File: src/rtl/if_fetch_unit.sv
// Instruction-fetch stage: owns the fetch PC, issues pipelined imem requests and
// buffers in-order responses in a small queue that feeds the IF/ID register.
module if_fetch_unit #(
   parameter logic [31:0] RESET_PC = 32'h0000_0000,
   parameter int          FQ_DEPTH = 2
) (
   input  logic        clk_i,
   input  logic        rst_i,
   input  logic        stall_i,
   input  logic        redirect_i,
   input  logic [31:0] redirect_pc_i,
   output logic        imem_req_o,
   output logic [31:0] imem_addr_o,
   input  logic        imem_gnt_i,
   input  logic        imem_rvalid_i,
   input  logic [31:0] imem_rdata_i,
   output logic        valid_o,
   output logic [31:0] PC_o,
   output logic [31:0] Inst_o
);

   localparam int PW = (FQ_DEPTH > 1) ? $clog2(FQ_DEPTH) : 1;
   localparam int CW = $clog2(FQ_DEPTH) + 1;
   localparam logic [CW:0]   DEPTH_C = (CW+1)'(FQ_DEPTH);
   localparam logic [PW-1:0] PTR_ONE = PW'(1);

   logic [31:0]         fetch_pc_r;
   logic                epoch_r;
   logic [31:0]         pend_pc_r [FQ_DEPTH];
   logic [FQ_DEPTH-1:0] pend_ep_r;
   logic [PW-1:0]       pend_wp_r, pend_rp_r;
   logic [CW-1:0]       out_cnt_r;
   logic [31:0]         fq_pc_r   [FQ_DEPTH];
   logic [31:0]         fq_inst_r [FQ_DEPTH];
   logic [PW-1:0]       fq_wp_r, fq_rp_r;
   logic [CW-1:0]       fq_cnt_r;

   logic [CW:0] credit_sum_s;
   logic        req_s, issue_s, resp_s, keep_s, valid_s, pop_s;

   // Credits count both in-flight requests and queued entries, so neither FIFO can overflow.
   assign credit_sum_s = {1'b0, out_cnt_r} + {1'b0, fq_cnt_r};
   assign req_s        = rst_i & ~redirect_i & (credit_sum_s < DEPTH_C);
   assign issue_s      = req_s & imem_gnt_i;
   assign resp_s       = imem_rvalid_i & (out_cnt_r != {CW{1'b0}});
   assign keep_s       = resp_s & ~redirect_i & (pend_ep_r[pend_rp_r] == epoch_r);
   assign valid_s      = (fq_cnt_r != {CW{1'b0}});
   assign pop_s        = valid_s & ~stall_i & ~redirect_i;

   assign imem_req_o  = req_s;
   assign imem_addr_o = fetch_pc_r;
   assign valid_o     = valid_s;
   assign PC_o        = valid_s ? fq_pc_r[fq_rp_r]   : 32'h0000_0000;
   assign Inst_o      = valid_s ? fq_inst_r[fq_rp_r] : 32'h0000_0000;

   // Fetch PC and epoch; a redirect restarts fetch and retires everything in flight.
   always_ff @(posedge clk_i or negedge rst_i) begin
      if (!rst_i) begin
         fetch_pc_r <= RESET_PC;
         epoch_r    <= 1'b0;
      end else if (redirect_i) begin
         fetch_pc_r <= {redirect_pc_i[31:2], 2'b00};
         epoch_r    <= ~epoch_r;
      end else if (issue_s) begin
         fetch_pc_r <= fetch_pc_r + 32'd4;
         epoch_r    <= epoch_r;
      end else begin
         fetch_pc_r <= fetch_pc_r;
         epoch_r    <= epoch_r;
      end
   end

   // Pending-request FIFO of {pc, epoch}; drains even across redirects.
   always_ff @(posedge clk_i or negedge rst_i) begin
      if (!rst_i) begin
         for (int i = 0; i < FQ_DEPTH; i++) pend_pc_r[i] <= 32'h0000_0000;
         pend_ep_r <= {FQ_DEPTH{1'b0}};
         pend_wp_r <= {PW{1'b0}};
         pend_rp_r <= {PW{1'b0}};
         out_cnt_r <= {CW{1'b0}};
      end else begin
         if (issue_s) begin
            pend_pc_r[pend_wp_r] <= fetch_pc_r;
            pend_ep_r[pend_wp_r] <= epoch_r;
            pend_wp_r            <= pend_wp_r + PTR_ONE;
         end
         if (resp_s) begin
            pend_rp_r <= pend_rp_r + PTR_ONE;
         end
         out_cnt_r <= out_cnt_r + CW'(issue_s) - CW'(resp_s);
      end
   end

   // Fetch queue of {pc, inst}; only current-epoch responses enter it.
   always_ff @(posedge clk_i or negedge rst_i) begin
      if (!rst_i) begin
         for (int i = 0; i < FQ_DEPTH; i++) begin
            fq_pc_r[i]   <= 32'h0000_0000;
            fq_inst_r[i] <= 32'h0000_0000;
         end
         fq_wp_r  <= {PW{1'b0}};
         fq_rp_r  <= {PW{1'b0}};
         fq_cnt_r <= {CW{1'b0}};
      end else if (redirect_i) begin
         fq_wp_r  <= {PW{1'b0}};
         fq_rp_r  <= {PW{1'b0}};
         fq_cnt_r <= {CW{1'b0}};
      end else begin
         if (keep_s) begin
            fq_pc_r[fq_wp_r]   <= pend_pc_r[pend_rp_r];
            fq_inst_r[fq_wp_r] <= imem_rdata_i;
            fq_wp_r            <= fq_wp_r + PTR_ONE;
         end
         if (pop_s) begin
            fq_rp_r <= fq_rp_r + PTR_ONE;
         end
         fq_cnt_r <= fq_cnt_r + CW'(keep_s) - CW'(pop_s);
      end
   end

endmodule

File: config.mk
export PLATFORM = sky130hd
export DESIGN_NAME = if_fetch_unit
export DESIGN_NICKNAME = d
export VERILOG_FILES = /design/src/rtl/if_fetch_unit.sv
export SDC_FILE = /design/constraint.sdc
export NUM_CORES = 1
export LEC_CHECK = 0
export ABC_CLOCK_PERIOD_IN_PS = 2500
export CORE_ASPECT_RATIO = 1.75
export CORE_MARGIN = 3
export CORE_UTILIZATION = 49
export DETAILED_ROUTE_END_ITERATION = 10
export PLACE_DENSITY = 0.75
export SLEW_MARGIN = 40
export SYNTH_ARGS = -nofsm -noshare
export SYNTH_HDL_FRONTEND = slang
export SYNTH_SLANG_ARGS = --single-unit
File: constraint.sdc
create_clock -name clk_i -period 2.5 [get_ports clk_i]
set_input_delay 0.375 -clock clk_i [delete_from_list [all_inputs] [get_ports clk_i]]
set_output_delay 0.375 -clock clk_i [all_outputs]
set_load 0.05 [all_outputs]
==> results of run 1 <==
[logic make-up after synthesis]
family,Yosys count,share of synthesized area [%]
other,1,0.03530
xor gates and xnor gates,13,1.142
buffers and inverters,72,3.086
muxes,281,29.07
AOI/OAI and AO/OA,54,3.557
DFF,225,53.00
adders and majority gates,6,0.7773
and+or+nand+nor,196,9.339
[through the flow]
step / instances / hold slack [ns] / power (mW)
5_1_grt: 1324 / 0.2351 / 17.40
3_3_place_gp: 1279 / 0.2016 / 12.77
3_5_place_dp: 1279 / 0.2009 / 12.95
2_1_floorplan: 851 / 0.07941 / 10.72
6_report: 1324 / 0.2186 / 16.49
4_1_cts: 1322 / 0.2168 / 16.62
[worst paths after layout]
path                       cells after the start                          end
setup / recovery                               5                   imem_req_o
hold / removal                                 2          fq_rp_r$_DFFE_PN0P_
setup reg to reg                               6  imem_addr_o[27]$_DFFE_PN0P_
hold reg to reg                                1    pend_pc_r[28]$_DFFE_PN0P_
max in group asynchronous                      4      fq_pc_r[50]$_DFFE_PN0P_
min in group asynchronous                      2  imem_addr_o[13]$_DFFE_PN0P_
[final cells by class]
class                   instances  area (µm²)  share of cell area [%]
clock inverters                 7       141.4                   1.035
repair buffers                205        2058                   15.07
inverters                      14       55.05                  0.4031
well taps                     288       360.3                   2.639
flip-flops and latches        225        5634                   41.26
multi-input cells             554        4762                   34.87
clock buffers                  31       645.6                   4.727
[critical path: stages, from the launching register on]
cell,delay (ns)
sky130_fd_sc_hd__dfrtp_1,0.38
sky130_fd_sc_hd__and2_4,0.16
sky130_fd_sc_hd__fa_2,0.50
sky130_fd_sc_hd__nor4b_4,0.24
sky130_fd_sc_hd__buf_4,0.19
sky130_fd_sc_hd__buf_12,0.14
[layer usage]
| layer | track usage, % | share of wire [%] |
|---|---|---|
| met1 | 23.22 | 36 |
| met2 | 39.96 | 55 |
| met3 | 3.129 | 4.5 |
| met4 | 8.725 | 4.1 |
| met5 | 0 | 0 |
[registers in the layout, indices dropped and copies added, names as in the netlist]
register / count
pend_ep_r: 2
fq_wp_r: 1
pend_rp_r: 1
out_cnt_r: 2
fq_inst_r: 64
pend_pc_r: 60
fq_pc_r: 60
epoch_r: 1
imem_addr_o: 30
pend_wp_r: 1
fq_cnt_r: 2
fq_rp_r: 1
[cells in the final DEF (no fill, tap or decap), types with 7 or more instances in the layout]
master,n
sky130_fd_sc_hd__dfrtp_1,224
sky130_fd_sc_hd__mux2_2,204
sky130_fd_sc_hd__clkdlybuf4s50_1,95
sky130_fd_sc_hd__buf_4,78
sky130_fd_sc_hd__nor2_1,71
sky130_fd_sc_hd__mux2i_1,63
sky130_fd_sc_hd__nand2_1,38
sky130_fd_sc_hd__clkbuf_16,23
sky130_fd_sc_hd__nand3_1,19
sky130_fd_sc_hd__buf_12,19
sky130_fd_sc_hd__nand4_1,15
sky130_fd_sc_hd__o21ai_0,13
sky130_fd_sc_hd__mux2_1,12
sky130_fd_sc_hd__inv_1,11
sky130_fd_sc_hd__or4_1,11
sky130_fd_sc_hd__dlygate4sd2_1,7
[report_power, final]
part | internal (mW) | switching [mW] | total [mW]
Sequential | 5.05 | 0.801 | 5.85
Combinational | 3.26 | 3.81 | 7.07
Clock | 2.21 | 1.36 | 3.57
[repair_timing]
action                     4_1_cts  5_1_grt
setup endpoints to repair        9       41
hold buffers                     1        0
hold endpoints to repair         8        0
setup buffers                    4        1
pin swaps                        3        8
gates resized for setup          7        9
==> flow_summary_export.csv, run 1 <==
group,metric,value,unit
hold_path,holdCritPathClass,"in -> reg",
yosys,synthesis.area_per_instance,12.53,µm²
yosys,synthDominantAreaCellType,"sky130_fd_sc_hd__dfrtp_1",
finish,area.growth.synth_to_final,28.55,%
yosys,netlist_cell_types,57,
yosys,ys_seq_elements,225,
worst_setup_path,critical_path.startpoint_type,"flip-flop",
die,die_w,117.3,µm
place,buffer_ports.inserted,161,
sta,layout_min_cycle_time,2.489,ns
detailed_routing,firstDrtPassIters,4,
yosys,synth_async_sr_flop_share,100.0,%
sta,final.setup_skew,0.01261,ns
detailed_routing,wl_per_cell,18.95,µm
power,total_leakage_power,5.994,nW
clocking,worstSkewPairLatency,0.50,ns
worst_setup_path,regToRegSetupSlack,0.04,ns
place,post_dp_cell_area,0.01274,mm²
die,rows,70,
sta,slew_headroom,61.93,%
finish,fin_nets,1098,
power,power_density,1208,mW/mm²
global_routing,grt_pass1_vias,7577,
detailed_routing,detail_route.wirelength,25090,µm
sta,max_freq,401.8,MHz
yosys,yosysMostFrequentCell,"sky130_fd_sc_hd__dfrtp_1",
yosys,synthesis.area,0.01062,mm²
clocking,h_tree_depth,1,
sta,finalHoldViolations,0,
global_routing,groute.usage.overall,21.05,%
die,placeable_core_area,0.02111,mm²
clocking,cts.sink_count,225,
clocking,cts_clk_pin_slew_worst_paths,0.06,ns
place,globalplace.congestion,0.9172,
detailed_routing,first_iter_violations,459,
yosys,syn_inst,848,
clocking,root_buffer,"sky130_fd_sc_hd__clkbuf_16",
finish,diodes,0,
worst_setup_path,worstSetupPathType,"reg -> out",
detailed_routing,route.detailed.vias_per_inst,5.561,
finish,drive_gt1_share,35.42,%
yosys,yosysWarningCount,0,
die,top_level_ports,168,
place,detailed_place_hpwl,17320,µm
sta,setup_viol_count_final,0,
global_routing,grt_pass1_wl,40340,µm
global_routing,antenna_violations_before_repair,0,
die,initial_core_util,50.33,%
detailed_routing,vias,7363,
power,ir_worst_vdd,0.8880,mV
clocking,cts-buffers-inserted,22,
worst_setup_path,cp-startpoint,"out_cnt_r[0]$_DFF_PN0_",
global_routing,grt_start_max_net_pins,154,
worst_setup_path,timing.critical_path.to_type,"output pin",
detailed_routing,detail_route.drc_violations,0,
clocking,clock_path_buffers,3,
finish,layout.core_utilization,64.70,%
sta,final_critical_path_share_of_the_clock_period,99.56,%
yosys,synth_edf_count,0,
status,result_of_the_run,"finished, final reports clean",
worst_setup_path,maximum_fanout_encountered_on_the_critical_timing_path,3,
yosys,yosys_most_used_dff,"sky130_fd_sc_hd__dfrtp_1",
finish,fill_cells,1610,
global_routing,grt_remaining_overflow,0,
worst_setup_path,critPathRequiredTime,2.12,ns
worst_setup_path,critPathArrivalTime,2.11,ns
clocking,clock_tree_from_tritoncts,"built",
finish,post-route-cell-area,0.01366,mm²
hold_path,hp-start,"redirect_i",
sta,final_ws_setup,0.01097,ns
yosys,post-synth-top-area-fraction,53.00,%
sta,timing.setup.tns,0,ns
sta,rsz_0062_raised_after_global_routing,"true",
yosys,synth_area_leaders,"sky130_fd_sc_hd__dfrtp_1 (53%), sky130_fd_sc_hd__mux2_2 (22%), sky130_fd_sc_hd__mux2i_1 (5.9%)",
job,maxCapViolations,0,
die,floorplan.die_area,0.02355,mm²
yosys,post_synth_most_frequent_cells,"sky130_fd_sc_hd__dfrtp_1 (225), sky130_fd_sc_hd__mux2_2 (204), sky130_fd_sc_hd__nor2_1 (72)",
worst_setup_path,worstReg2RegStart,"out_cnt_r[0]$_DFF_PN0_",
sta,worst_margin_pin_slew,0.5711,ns
yosys,synth_sequential_area_ratio,53.00,%
die,die_height,200.8,µm
sta,maxSlewViolCount,0,
detailed_routing,ant_nets,0,
place,placement.setup.worst_slack,0.06846,ns
No activity file was read; power rests on OpenSTA's default activity.
==> run 2: changes to the inputs <==
--- a/config.mk
+++ b/config.mk
@@ -6,11 +6,12 @@
 export NUM_CORES = 1
 export LEC_CHECK = 0
 export ABC_CLOCK_PERIOD_IN_PS = 2500
+export CAP_MARGIN = 5
 export CORE_ASPECT_RATIO = 1.75
 export CORE_MARGIN = 3
 export CORE_UTILIZATION = 49
 export DETAILED_ROUTE_END_ITERATION = 10
-export PLACE_DENSITY = 0.75
+export PLACE_DENSITY = 0.88
 export SLEW_MARGIN = 40
 export SYNTH_ARGS = -nofsm -noshare
 export SYNTH_HDL_FRONTEND = slang
==> run 2 against run 1 <==
Effect of this change:
- the flow now finishes with violations (negative setup slack)
- combinational power grew 1%
- setup slack lost 0.055 ns
- first-iteration DRC count rose by 8.7%
- utilization is 0.071 points lower
- critical path depth rose by 2
- clock skew up 0.0018 ns
- flip-flop and latch count is the same
- final cell count grew 0.30%
- die area unchanged
- routed wire length up 5.7%
- non-clock buffer count up 3
- critical path type is now reg -> reg
- largest power group unchanged
==> flow_summary_export.csv, run 2 (synthesis results as in run 1) <==
group,metric,value,unit
detailed_routing,vias,7625,
place,globalplace.congestion,0.9059,
finish,highest_count_cells_in_the_layout_ignoring_fill_and_taps,"sky130_fd_sc_hd__dfrtp_1 (224), sky130_fd_sc_hd__mux2_2 (204), sky130_fd_sc_hd__clkdlybuf4s50_1 (95)",
finish,layoutNonFillerInstCount,1328,
finish,fin_nets,1101,
job,maxCapViolations,0,
global_routing,grt_remaining_overflow,0,
hold_path,hp-start,"redirect_i",
power,totalPowerFinal,16.36,mW
clocking,cts-buffers-inserted,22,
worst_setup_path,critical_path.startpoint_type,"flip-flop",
die,rows,70,
clocking,cts.sink_count,225,
worst_setup_path,crit_path_top_delay_cell,"sky130_fd_sc_hd__fa_2",
power,power_density,1199,mW/mm²
detailed_routing,ant_nets,0,
finish,final_common_cell,"sky130_fd_sc_hd__dfrtp_1",
worst_setup_path,timing.critical_path.buf_inv,1,
finish,diodes,0,
worst_setup_path,worstSetupPathType,"reg -> reg",
detailed_routing,route.detailed.vias_per_inst,5.742,
clocking,cts_clk_pin_slew_worst_paths,0.06,ns
die,initial_core_util,50.33,%
die,floorplan.die_area,0.02355,mm²
place,detailed_place_hpwl,17760,µm
global_routing,grt_pass1_wl,42510,µm
finish,drive_gt1_share,36.63,%
hold_path,holdCritPathClass,"in -> reg",
worst_setup_path,critPathArrivalTime,2.96,ns
power,ir_worst_vdd,0.6318,mV
finish,layout.core_utilization,64.63,%
sta,rsz_0062_raised_after_global_routing,"true",
worst_setup_path,critPathRequiredTime,2.92,ns
sta,layout_min_cycle_time,2.544,ns
global_routing,grt_start_max_net_pins,167,
sta,finalHoldViolations,0,
worst_setup_path,worstPathCellList,"and2_4 > fa_2 > buf_4 > nand4bb_4 > or4_4 > or4_4 > a31oi_1",
clocking,h_tree_depth,1,
detailed_routing,firstDrtPassIters,5,
sta,final_ws_setup,-0.04419,ns
worst_setup_path,crit_family,"simple AND/OR/NAND/NOR gates",
global_routing,groute.usage.overall,22.14,%
clocking,worstSkewPairLatency,0.51,ns
detailed_routing,wl_per_cell,19.97,µm
status,result_of_the_run,"finished, violations left",
sta,slew_headroom,61.95,%
clocking,clock_tree_from_tritoncts,"built",
worst_setup_path,worstReg2RegStart,"fq_cnt_r[0]$_DFF_PN0_",
finish,largest_register_ff_count,64,
clocking,clock_path_buffers,3,
sta,maxSlewViolCount,0,
die,die_w,117.3,µm
finish,largest_register,"fq_inst_r",
sta,max_freq,393.1,MHz
finish,top_regs,"fq_inst_r x64, fq_pc_r x60, pend_pc_r x60",
die,die_height,200.8,µm
status,violations,"negative setup slack",
sta,final_critical_path_share_of_the_clock_period,101.8,%
global_routing,antenna_violations_before_repair,0,
worst_setup_path,cp-startpoint,"fq_cnt_r[0]$_DFF_PN0_",
die,placeable_core_area,0.02111,mm²
worst_setup_path,timing.critical_path.to_type,"flip-flop",
die,top_level_ports,168,
finish,area.growth.synth_to_final,28.41,%
sta,setup_viol_count_final,3,
clocking,root_buffer,"sky130_fd_sc_hd__clkbuf_16",
sta,worst_margin_pin_slew,0.5673,ns
place,placed_cells,1280,
worst_setup_path,maximum_fanout_encountered_on_the_critical_timing_path,3,
detailed_routing,first_iter_violations,499,
global_routing,grt_pass1_vias,7967,
place,buffer_ports.inserted,161,
detailed_routing,detail_route.drc_violations,0,
worst_setup_path,worst_path_largest_cell_delay,0.49,ns
sta,fin_worst_hold_slack,0.2799,ns
sta,final.setup_skew,0.01445,ns
detailed_routing,detail_route.wirelength,26520,µm
sta,timing.setup.tns,-0.06118,ns
power,total_leakage_power,5.974,nW
worst_setup_path,crit_top_cell,"sky130_fd_sc_hd__or4_4",
## run 2: cell count changes in the layout (fill, tap and decap cells not counted), sizes merged
| cell | change |
|---|---|
| buf | +10 |
| bufinv | -2 |
| clkinvlp | +1 |
| clkinv | +3 |
| clkbuf | -1 |
| dlygate4sd2 | -7 |
## run 2: final timing paths
path                                               endpoint  slack (ns)  cells past startpoint
worst max-delay path            imem_addr_o[27]$_DFFE_PN0P_       -0.04                      7
worst min-delay path                    fq_rp_r$_DFFE_PN0P_        0.28                      2
worst max register to register  imem_addr_o[27]$_DFFE_PN0P_       -0.04                      7
worst min register to register      fq_pc_r[49]$_DFFE_PN0P_        0.49                      1
max in group asynchronous         fq_inst_r[48]$_DFFE_PN0P_        1.21                      4
min in group asynchronous        imem_addr_o[7]$_DFFE_PN0P_        0.48                      3
## run 2: where the power goes
group	switching, mW	internal, mW
sequential	0.861	5.05
clock	1.38	1.93
combinational	3.90	3.25
total	6.13	10.2
## run 2: routing by layer
layer	up-vias	share of wire (%)	track usage [%]
met5	-	0	0
met4	0	5.4	12.71
met3	94	4.8	3.158
met2	315	53	40.09
met1	3811	37	24.70
li1	3405	-	-
## run 2: timing repair
item / 4_1_cts / 5_1_grt
endpoints found under the hold margin: 0 / 74
setup endpoints to repair: 7 / 13
resized for setup: 2 / 11
hold buffers: 0 / 1
setup buffers: 1 / 5
pin swaps: 5 / 8
## run 2: final cells by class
class                      instances  area [µm²]
inverter                          14       55.05
fill                            1507        7466
clock buffer                      30       610.6
timing repair buffer             208        2092
sequential                       225        5634
multi-input combinational        554        4778
tap                              288       360.3
clock inverter                     9       111.4
## run 2: stage by stage
stage	setup slack, ns	cell area [µm²]
finish	-0.04419	13640
global route	-0.1326	13640
CTS	-0.03610	13490
detailed placement	-0.006809	12740
global placement	0.04103	12740
floorplan	-0.4237	10710
